<file path="src/rtl/instruction_fetch_pkg.sv">
// Shared constants for the instruction fetch stage and its queue.
package instruction_fetch_pkg;

    localparam int          IF_WORDSIZE = 64;
    localparam int          IF_INSTR_W  = 32;
    localparam int          IF_DEPTH    = 2;
    localparam logic [31:0] NOP_INSTR   = 32'h0000_0013;

endpackage

</file>
<file path="src/rtl/instruction_fetch_queue.sv">
// In-order fetch queue: entries are allocated at request time, filled when memory
// answers, and read out in allocation order.
module fetch_queue
    import instruction_fetch_pkg::*;
#(
    parameter int WORDSIZE = IF_WORDSIZE,
    parameter int IW       = IF_INSTR_W,
    parameter int DEPTH    = IF_DEPTH,
    localparam int PW      = $clog2(DEPTH),
    localparam int CW      = PW + 1
) (
    input  logic                clk,
    input  logic                rst_n,
    input  logic                push_i,
    input  logic [WORDSIZE-1:0] push_pc_i,
    input  logic                fill_i,
    input  logic [IW-1:0]       fill_data_i,
    input  logic                pop_i,
    input  logic                flush_i,
    output logic [CW-1:0]       count_o,
    output logic [CW-1:0]       pending_o,
    output logic                head_valid_o,
    output logic [IW-1:0]       head_instr_o,
    output logic [WORDSIZE-1:0] head_pc_o
);

    logic [WORDSIZE-1:0] pc_q    [DEPTH];
    logic [IW-1:0]       instr_q [DEPTH];
    logic [DEPTH-1:0]    filled_q;
    logic [PW-1:0]       alloc_q, fill_q, rd_q;
    logic [CW-1:0]       count_q;
    logic [CW-1:0]       n_filled;

    // Payload needs no reset: it is only visible through a set filled bit.
    always_ff @(posedge clk) begin
        if (push_i) pc_q[alloc_q]   <= push_pc_i;
        if (fill_i) instr_q[fill_q] <= fill_data_i;
    end

    always_ff @(posedge clk or negedge rst_n) begin
        if (!rst_n) begin
            filled_q <= '0;
            alloc_q  <= '0;
            fill_q   <= '0;
            rd_q     <= '0;
            count_q  <= '0;
        end else if (flush_i) begin
            filled_q <= '0;
            count_q  <= '0;
            alloc_q  <= rd_q;
            fill_q   <= rd_q;
        end else begin
            if (push_i) begin
                filled_q[alloc_q] <= 1'b0;
                alloc_q           <= alloc_q + PW'(1);
            end
            if (fill_i) begin
                filled_q[fill_q] <= 1'b1;
                fill_q           <= fill_q + PW'(1);
            end
            if (pop_i) begin
                filled_q[rd_q] <= 1'b0;
                rd_q           <= rd_q + PW'(1);
            end
            count_q <= count_q + CW'(push_i) - CW'(pop_i);
        end
    end

    always_comb begin
        n_filled = '0;
        for (int i = 0; i < DEPTH; i++) n_filled = n_filled + CW'(filled_q[i]);
    end

    // Allocated entries still waiting for their memory response.
    assign pending_o    = count_q - n_filled;
    assign count_o      = count_q;
    assign head_valid_o = filled_q[rd_q] & (count_q != '0);
    assign head_instr_o = head_valid_o ? instr_q[rd_q] : '0;
    assign head_pc_o    = head_valid_o ? pc_q[rd_q]    : '0;

endmodule

</file>
<file path="src/rtl/instruction_fetch.sv">
// Fetch stage: issues in-order imem reads for the PC stream, queues tagged
// instructions for decode, and discards in-flight responses after a flush.
module instruction_fetch
    import instruction_fetch_pkg::*;
#(
    parameter int WORDSIZE = IF_WORDSIZE,
    parameter int INSTR_W  = IF_INSTR_W,
    parameter int DEPTH    = IF_DEPTH
) (
    input  logic                clk,
    input  logic                rst_n,
    input  logic [WORDSIZE-1:0] pc_addr,
    input  logic                pc_valid,
    output logic                pc_ready,
    output logic                imem_req_valid,
    input  logic                imem_req_ready,
    output logic [WORDSIZE-1:0] imem_req_addr,
    input  logic                imem_rsp_valid,
    input  logic [INSTR_W-1:0]  imem_rsp_data,
    input  logic                flush,
    output logic                id_valid,
    input  logic                id_ready,
    output logic [INSTR_W-1:0]  id_instr,
    output logic [WORDSIZE-1:0] id_pc
);

    localparam int          CW      = $clog2(DEPTH) + 1;
    localparam logic [CW:0] DEPTH_L = (CW + 1)'(DEPTH);

    logic [CW-1:0] count, pending;
    logic [CW-1:0] drop_q, drop_d;
    logic [CW:0]   used;
    logic          credit, rsp_drop, rsp_fill;

    // Slots held by killed-but-unanswered requests still count against credit.
    assign used           = {1'b0, count} + {1'b0, drop_q};
    assign credit         = used < DEPTH_L;
    assign imem_req_valid = rst_n & pc_valid & credit & ~flush;
    assign imem_req_addr  = pc_addr;
    assign pc_ready       = imem_req_valid & imem_req_ready;

    assign rsp_drop = imem_rsp_valid & (drop_q != '0);
    assign rsp_fill = imem_rsp_valid & (drop_q == '0) & (pending != '0);

    // A response landing in the flush cycle consumes one outstanding request.
    always_comb begin
        drop_d = drop_q;
        if (flush)         drop_d = drop_q + pending - CW'(rsp_drop | rsp_fill);
        else if (rsp_drop) drop_d = drop_q - CW'(1);
    end

    always_ff @(posedge clk or negedge rst_n) begin
        if (!rst_n) drop_q <= '0;
        else        drop_q <= drop_d;
    end

    fetch_queue #(
        .WORDSIZE (WORDSIZE),
        .IW       (INSTR_W),
        .DEPTH    (DEPTH)
    ) u_queue (
        .clk          (clk),
        .rst_n        (rst_n),
        .push_i       (pc_ready),
        .push_pc_i    (pc_addr),
        .fill_i       (rsp_fill & ~flush),
        .fill_data_i  (imem_rsp_data),
        .pop_i        (id_valid & id_ready & ~flush),
        .flush_i      (flush),
        .count_o      (count),
        .pending_o    (pending),
        .head_valid_o (id_valid),
        .head_instr_o (id_instr),
        .head_pc_o    (id_pc)
    );

endmodule

</file>
<file path="config.mk">
export PLATFORM = sky130hd
export DESIGN_NAME = instruction_fetch
export DESIGN_NICKNAME = d
export VERILOG_FILES = /design/src/rtl/instruction_fetch_pkg.sv /design/src/rtl/instruction_fetch_queue.sv /design/src/rtl/instruction_fetch.sv
export SDC_FILE = /design/constraint.sdc
export NUM_CORES = 1
export LEC_CHECK = 0
export ABC_CLOCK_PERIOD_IN_PS = 9900
export CAP_MARGIN = 20
export CORE_AREA = 2 2 137 139
export DETAILED_ROUTE_END_ITERATION = 12
export DIE_AREA = 0 0 139 141
export PLACE_DENSITY = 0.78
export RECOVER_POWER = 100
export SETUP_SLACK_MARGIN = 0.5
export SLEW_MARGIN = 15
export SYNTH_ARGS = -nofsm -noshare
export SYNTH_HDL_FRONTEND = slang
export SYNTH_SLANG_ARGS = --single-unit
</file>
<file path="constraint.sdc">
create_clock -name clk -period 9.9 [get_ports clk]
set_clock_uncertainty 0.2 [all_clocks]
set_input_delay 0.99 -clock clk [delete_from_list [all_inputs] [get_ports clk]]
set_output_delay 0.99 -clock clk [all_outputs]
set_load 0.005 [all_outputs]
</file>
==> implementation parameters <==
Parameter                              Value

STA
  Shortest period the worst path allows ... 7.04 ns
  Final hold violation count ... 0
  Final worst slack ... 2.86 ns
  Worst max-slew margin expressed relative to the limit ... -149%
  Final clock period utilization by the worst path ... 71.1%
  RSZ-0062 raised after global routing ... no
  Fin. max-slew vios ... 272
  Transition time at the pin with the least slew margin ... 3.74 ns
  Highest attainable clock frequency ... 142 MHz
  Final count of negative-setup-slack endpoints ... 0
  Final total negative setup slack ... 0 ns

Logic synthesis
  Proportion of register bits with asynchronous set or reset after synthesis ... 4.48%
  Fraction of the yosys area taken by sequential cells ... 71.4%
  Top_reg_cell synth ... sky130_fd_sc_hd__edfxtp_1
  Count of distinct cell types in the synthesized netlist ... 33
  Synthesized area ... 8400 um^2
  Cell count after synthesis ... 547
  Synthesized Nets ... 659
  Flip-flop and latch count after synthesis ... 201
  Yosys warning count ... 0
  Number of enable-type register cells in the synthesized netlist ... 192
  Syn_area_per_cell ... 15.3 um^2

Power
  Combinational share of power ... 14.2%
  Worst voltage drop across the vdd grid ... 125 uV
  Internal power contribution ... 0.00155 W
  Net switching share of the total power ... 22.3%
  Sequential share of power ... 49.0%
  Net switching power of the design ... 0.000446 W
  Total leakage power ... 4.39 nW
  Clock share of power ... 36.8%
  Power per cell area ... 174 nW/um^2

Die
  Die X-Extent ... 139 um
  Row count ... 50
  Die Y ... 141 um
  Area of the die ... 19600 um^2
  Effective utilization at floorplan ... 46.0%
  Standard cell core area ... 18300 um^2
  # IOs ... 266

Outcome
  Run status ... finished, violations left
  Violations in the final reports ... max-capacitance violations, max-slew violations

Placed design
  Pre-CTS setup slack ... 4.90 ns
  Gpl congestion ... 0.817
  Number of buffers added on ports ... 265
  Placed wire-length estimate after detailed placement ... 11.9 mm

Setup path
  Startpoint type of the worst setup path ... register
  Critical path cell sequence ... clkbuf_1, nand2b_1, o221ai_1, buf_16, buf_4, nor2_1, dlygate4sd3_1
  Worst Path Class, Setup ... register to output pin
  Critical path required time ... 8.71 ns
  Worst flop-to-flop path startpoint ... u_queue.count_o[0]$_DFF_PN0_
  Crit path max-delay family ... buffers and inverters
  Critical path data arrival time ... 5.85 ns
  R2R Path End ... u_queue.pc_q[1][57]$_DFFE_PP_
  Buffer and inverter count on the worst path ... 4
  Delay of the slowest cell on the worst path ... 1.52 ns
  Maximum fanout encountered on the critical timing path ... 57
  Category of the worst setup path capture point ... output pin
  Slowest stage cell on the critical path ... sky130_fd_sc_hd__clkbuf_1
  Timing startpoint of the critical path ... u_queue.rd_q$_DFFE_PN0P_
  Worst-case register-to-register setup slack ... 4.38 ns
  Worst R2R Path Depth ... 5

Drt
  Final routed wire length divided by cell count ... 17.3 um
  Sum of routed wire length over all layers ... 17.4 mm
  Average via count per standard cell ... 4.98
  Post-route antenna net violation count ... 0
  Detailed Routing Iterations Pass 1 ... 5
  Violation count after the first detailed-routing iteration ... 219
  Vias after detailed routing ... 5002
  Remaining design rule violation count ... 0

Worst hold path
  Hold wc startpoint ... u_queue.filled_q[1]$_DFF_PN0_
  Type of the most critical hold path ... register to register
  Hold endpoint ... u_queue.filled_q[1]$_DFF_PN0_
  Hold Path Depth ... 2

Clocking
  Number of post-CTS setup repair buffers ... 0
  Count of cells resized by post-cts repair ... 0
  Number of buffers created by CTS ... 20
  Clock buffer depth ... 3
  Clock insertion delay at the later pin of the skew report ... 0.48 ns
  Hold-fix buffer count after cts ... 0
  H-Tree Depth ... 1
  Clk root buf ... sky130_fd_sc_hd__clkbuf_16
  Clock sink total ... 201
  Register clock-pin slew on the reported worst setup and hold paths ... 0.06 ns
  CTS tree ... done

Finish
  Share of post-route cells with drive strength above 1 ... 4.29%
  Area growth from synthesis to final layout ... 36.7%
  Final Net Count ... 868

Global routing
  Initial antenna violation count ... 1
  Number of global-route vias before repair ... 5150
  Total track usage ... 17.1%
  Largest net degree at the start of global routing ... 71
  Wire length of the first global-routing pass ... 26.6 mm
  Residual overflow from global routing ... 0

Run
  Count of maximum capacitance violations ... 7
[layout by cell type (no fill, tap or decap), types with 2 or more instances in the layout]
cell type                         count
sky130_fd_sc_hd__buf_16               2
sky130_fd_sc_hd__nor2b_1              2
sky130_fd_sc_hd__clkdlybuf4s50_1      9
sky130_fd_sc_hd__xnor2_1              5
sky130_fd_sc_hd__xor2_1               3
sky130_fd_sc_hd__nor2_1             100
sky130_fd_sc_hd__o21ai_0              5
sky130_fd_sc_hd__edfxtp_1           192
sky130_fd_sc_hd__a211oi_1             3
sky130_fd_sc_hd__fa_1                 2
sky130_fd_sc_hd__and3_1               2
sky130_fd_sc_hd__clkinv_2             4
sky130_fd_sc_hd__nand2_1              4
sky130_fd_sc_hd__dfrtp_1              9
sky130_fd_sc_hd__ha_1                 7
sky130_fd_sc_hd__clkbuf_16           21
sky130_fd_sc_hd__nand2b_1             4
sky130_fd_sc_hd__nor3b_1              2
sky130_fd_sc_hd__clkinv_1             2
sky130_fd_sc_hd__bufinv_16            2
sky130_fd_sc_hd__inv_1               11
sky130_fd_sc_hd__mux2i_1             96
sky130_fd_sc_hd__clkbuf_1            10
sky130_fd_sc_hd__dlygate4sd3_1      256
[power groups by stage]
| stage | logic [W] | registers, W | clock network [W] |
|---|---|---|---|
| 2_1_floorplan | 0.000206 | 0.000978 | 0 |
| 3_3_place_gp | 0.000285 | 0.000996 | 0 |
| 3_5_place_dp | 0.000292 | 0.000999 | 0 |
| 4_1_cts | 0.000295 | 0.000980 | 0.000755 |
| 5_1_grt | 0.000308 | 0.000982 | 0.000788 |
| 6_report | 0.000284 | 0.000980 | 0.000737 |
[cell usage after synthesis, types with 4 or more instances]
cell type | number | area [um^2]
sky130_fd_sc_hd__ha_1 | 7 | 87.6
sky130_fd_sc_hd__buf_2 | 12 | 60.1
sky130_fd_sc_hd__mux2i_1 | 96 | 961
sky130_fd_sc_hd__inv_1 | 11 | 41.3
sky130_fd_sc_hd__nand2b_1 | 4 | 25.0
sky130_fd_sc_hd__nand2_1 | 4 | 15.0
sky130_fd_sc_hd__buf_4 | 65 | 488
sky130_fd_sc_hd__o21ai_0 | 5 | 25.0
sky130_fd_sc_hd__clkbuf_1 | 7 | 26.3
sky130_fd_sc_hd__xnor2_1 | 5 | 43.8
sky130_fd_sc_hd__nor2_1 | 101 | 379
sky130_fd_sc_hd__dfrtp_1 | 9 | 225
sky130_fd_sc_hd__edfxtp_1 | 192 | 5770
[per-layer routing]
metal,vias to the layer above,track usage (%),share of wire (%)
met1,2414,22.1,42
li1,2328,-,-
met5,-,0,0
met3,28,3.60,7.4
met2,232,29.4,49
met4,0,5.00,1.9
[flip-flops by register name, indices dropped and copies added (netlist names)]
register / cells
u_queue.pc_q: 128
u_queue.instr_q: 64
drop_q: 2
u_queue.count_o: 2
u_queue.filled_q: 2
u_queue.alloc_q: 1
u_queue.fill_q: 1
u_queue.rd_q: 1
[cell type report]
| class | count | area (um^2) |
|---|---|---|
| fillers | 1318 | 6790 |
| flip-flops and latches | 201 | 5990 |
| repair buffers | 273 | 2730 |
| multi-input cells | 249 | 1770 |
| clock buffers | 27 | 558 |
| well taps | 234 | 293 |
| clock inverters | 8 | 87.6 |
| inverters | 11 | 41.3 |
| diodes | 1 | 2.50 |
[logic make-up after synthesis]
family	synth area share, %
AOI/OAI and AO/OA	1.09
DFF	71.4
muxes	11.4
and+or+nand+nor	6.33
adders and majority gates	1.52
buffers and inverters	7.42
xor gates and xnor gates	0.835
[tightest hold or removal path: stages, from the launching register on]
cell and delay (ns):
sky130_fd_sc_hd__dfrtp_1 0.40, sky130_fd_sc_hd__nand2b_1 0.08, sky130_fd_sc_hd__a211oi_1 0.08
[worst max path at each step]
stage | endpoint | slack [ns] | cells past startpoint
after CTS | id_pc[0] | 4.37 | 7
after detailed placement | id_pc[0] | 4.90 | 7
after global routing | id_instr[6] | 2.40 | 7
after floorplan | u_queue.filled_q[1]$_DFF_PN0_ | 1.78 | 4
after global placement | id_pc[0] | 4.89 | 6
final | id_instr[6] | 2.86 | 7
[metrics by stage]
step | instance area, um^2 | total power, W | instances | hold WS, ns | util, %
6_report | 11500 | 0.00200 | 1004 | 0.401 | 62.8
3_3_place_gp | 10800 | 0.00128 | 966 | 0.366 | 59.3
3_5_place_dp | 10900 | 0.00129 | 967 | 0.388 | 59.5
2_1_floorplan | 8400 | 0.00118 | 547 | 0.336 | -
5_1_grt | 11500 | 0.00208 | 1004 | 0.443 | 62.8
4_1_cts | 11500 | 0.00203 | 1002 | 0.401 | 63.0
No activity file was read; power rests on OpenSTA's default activity.
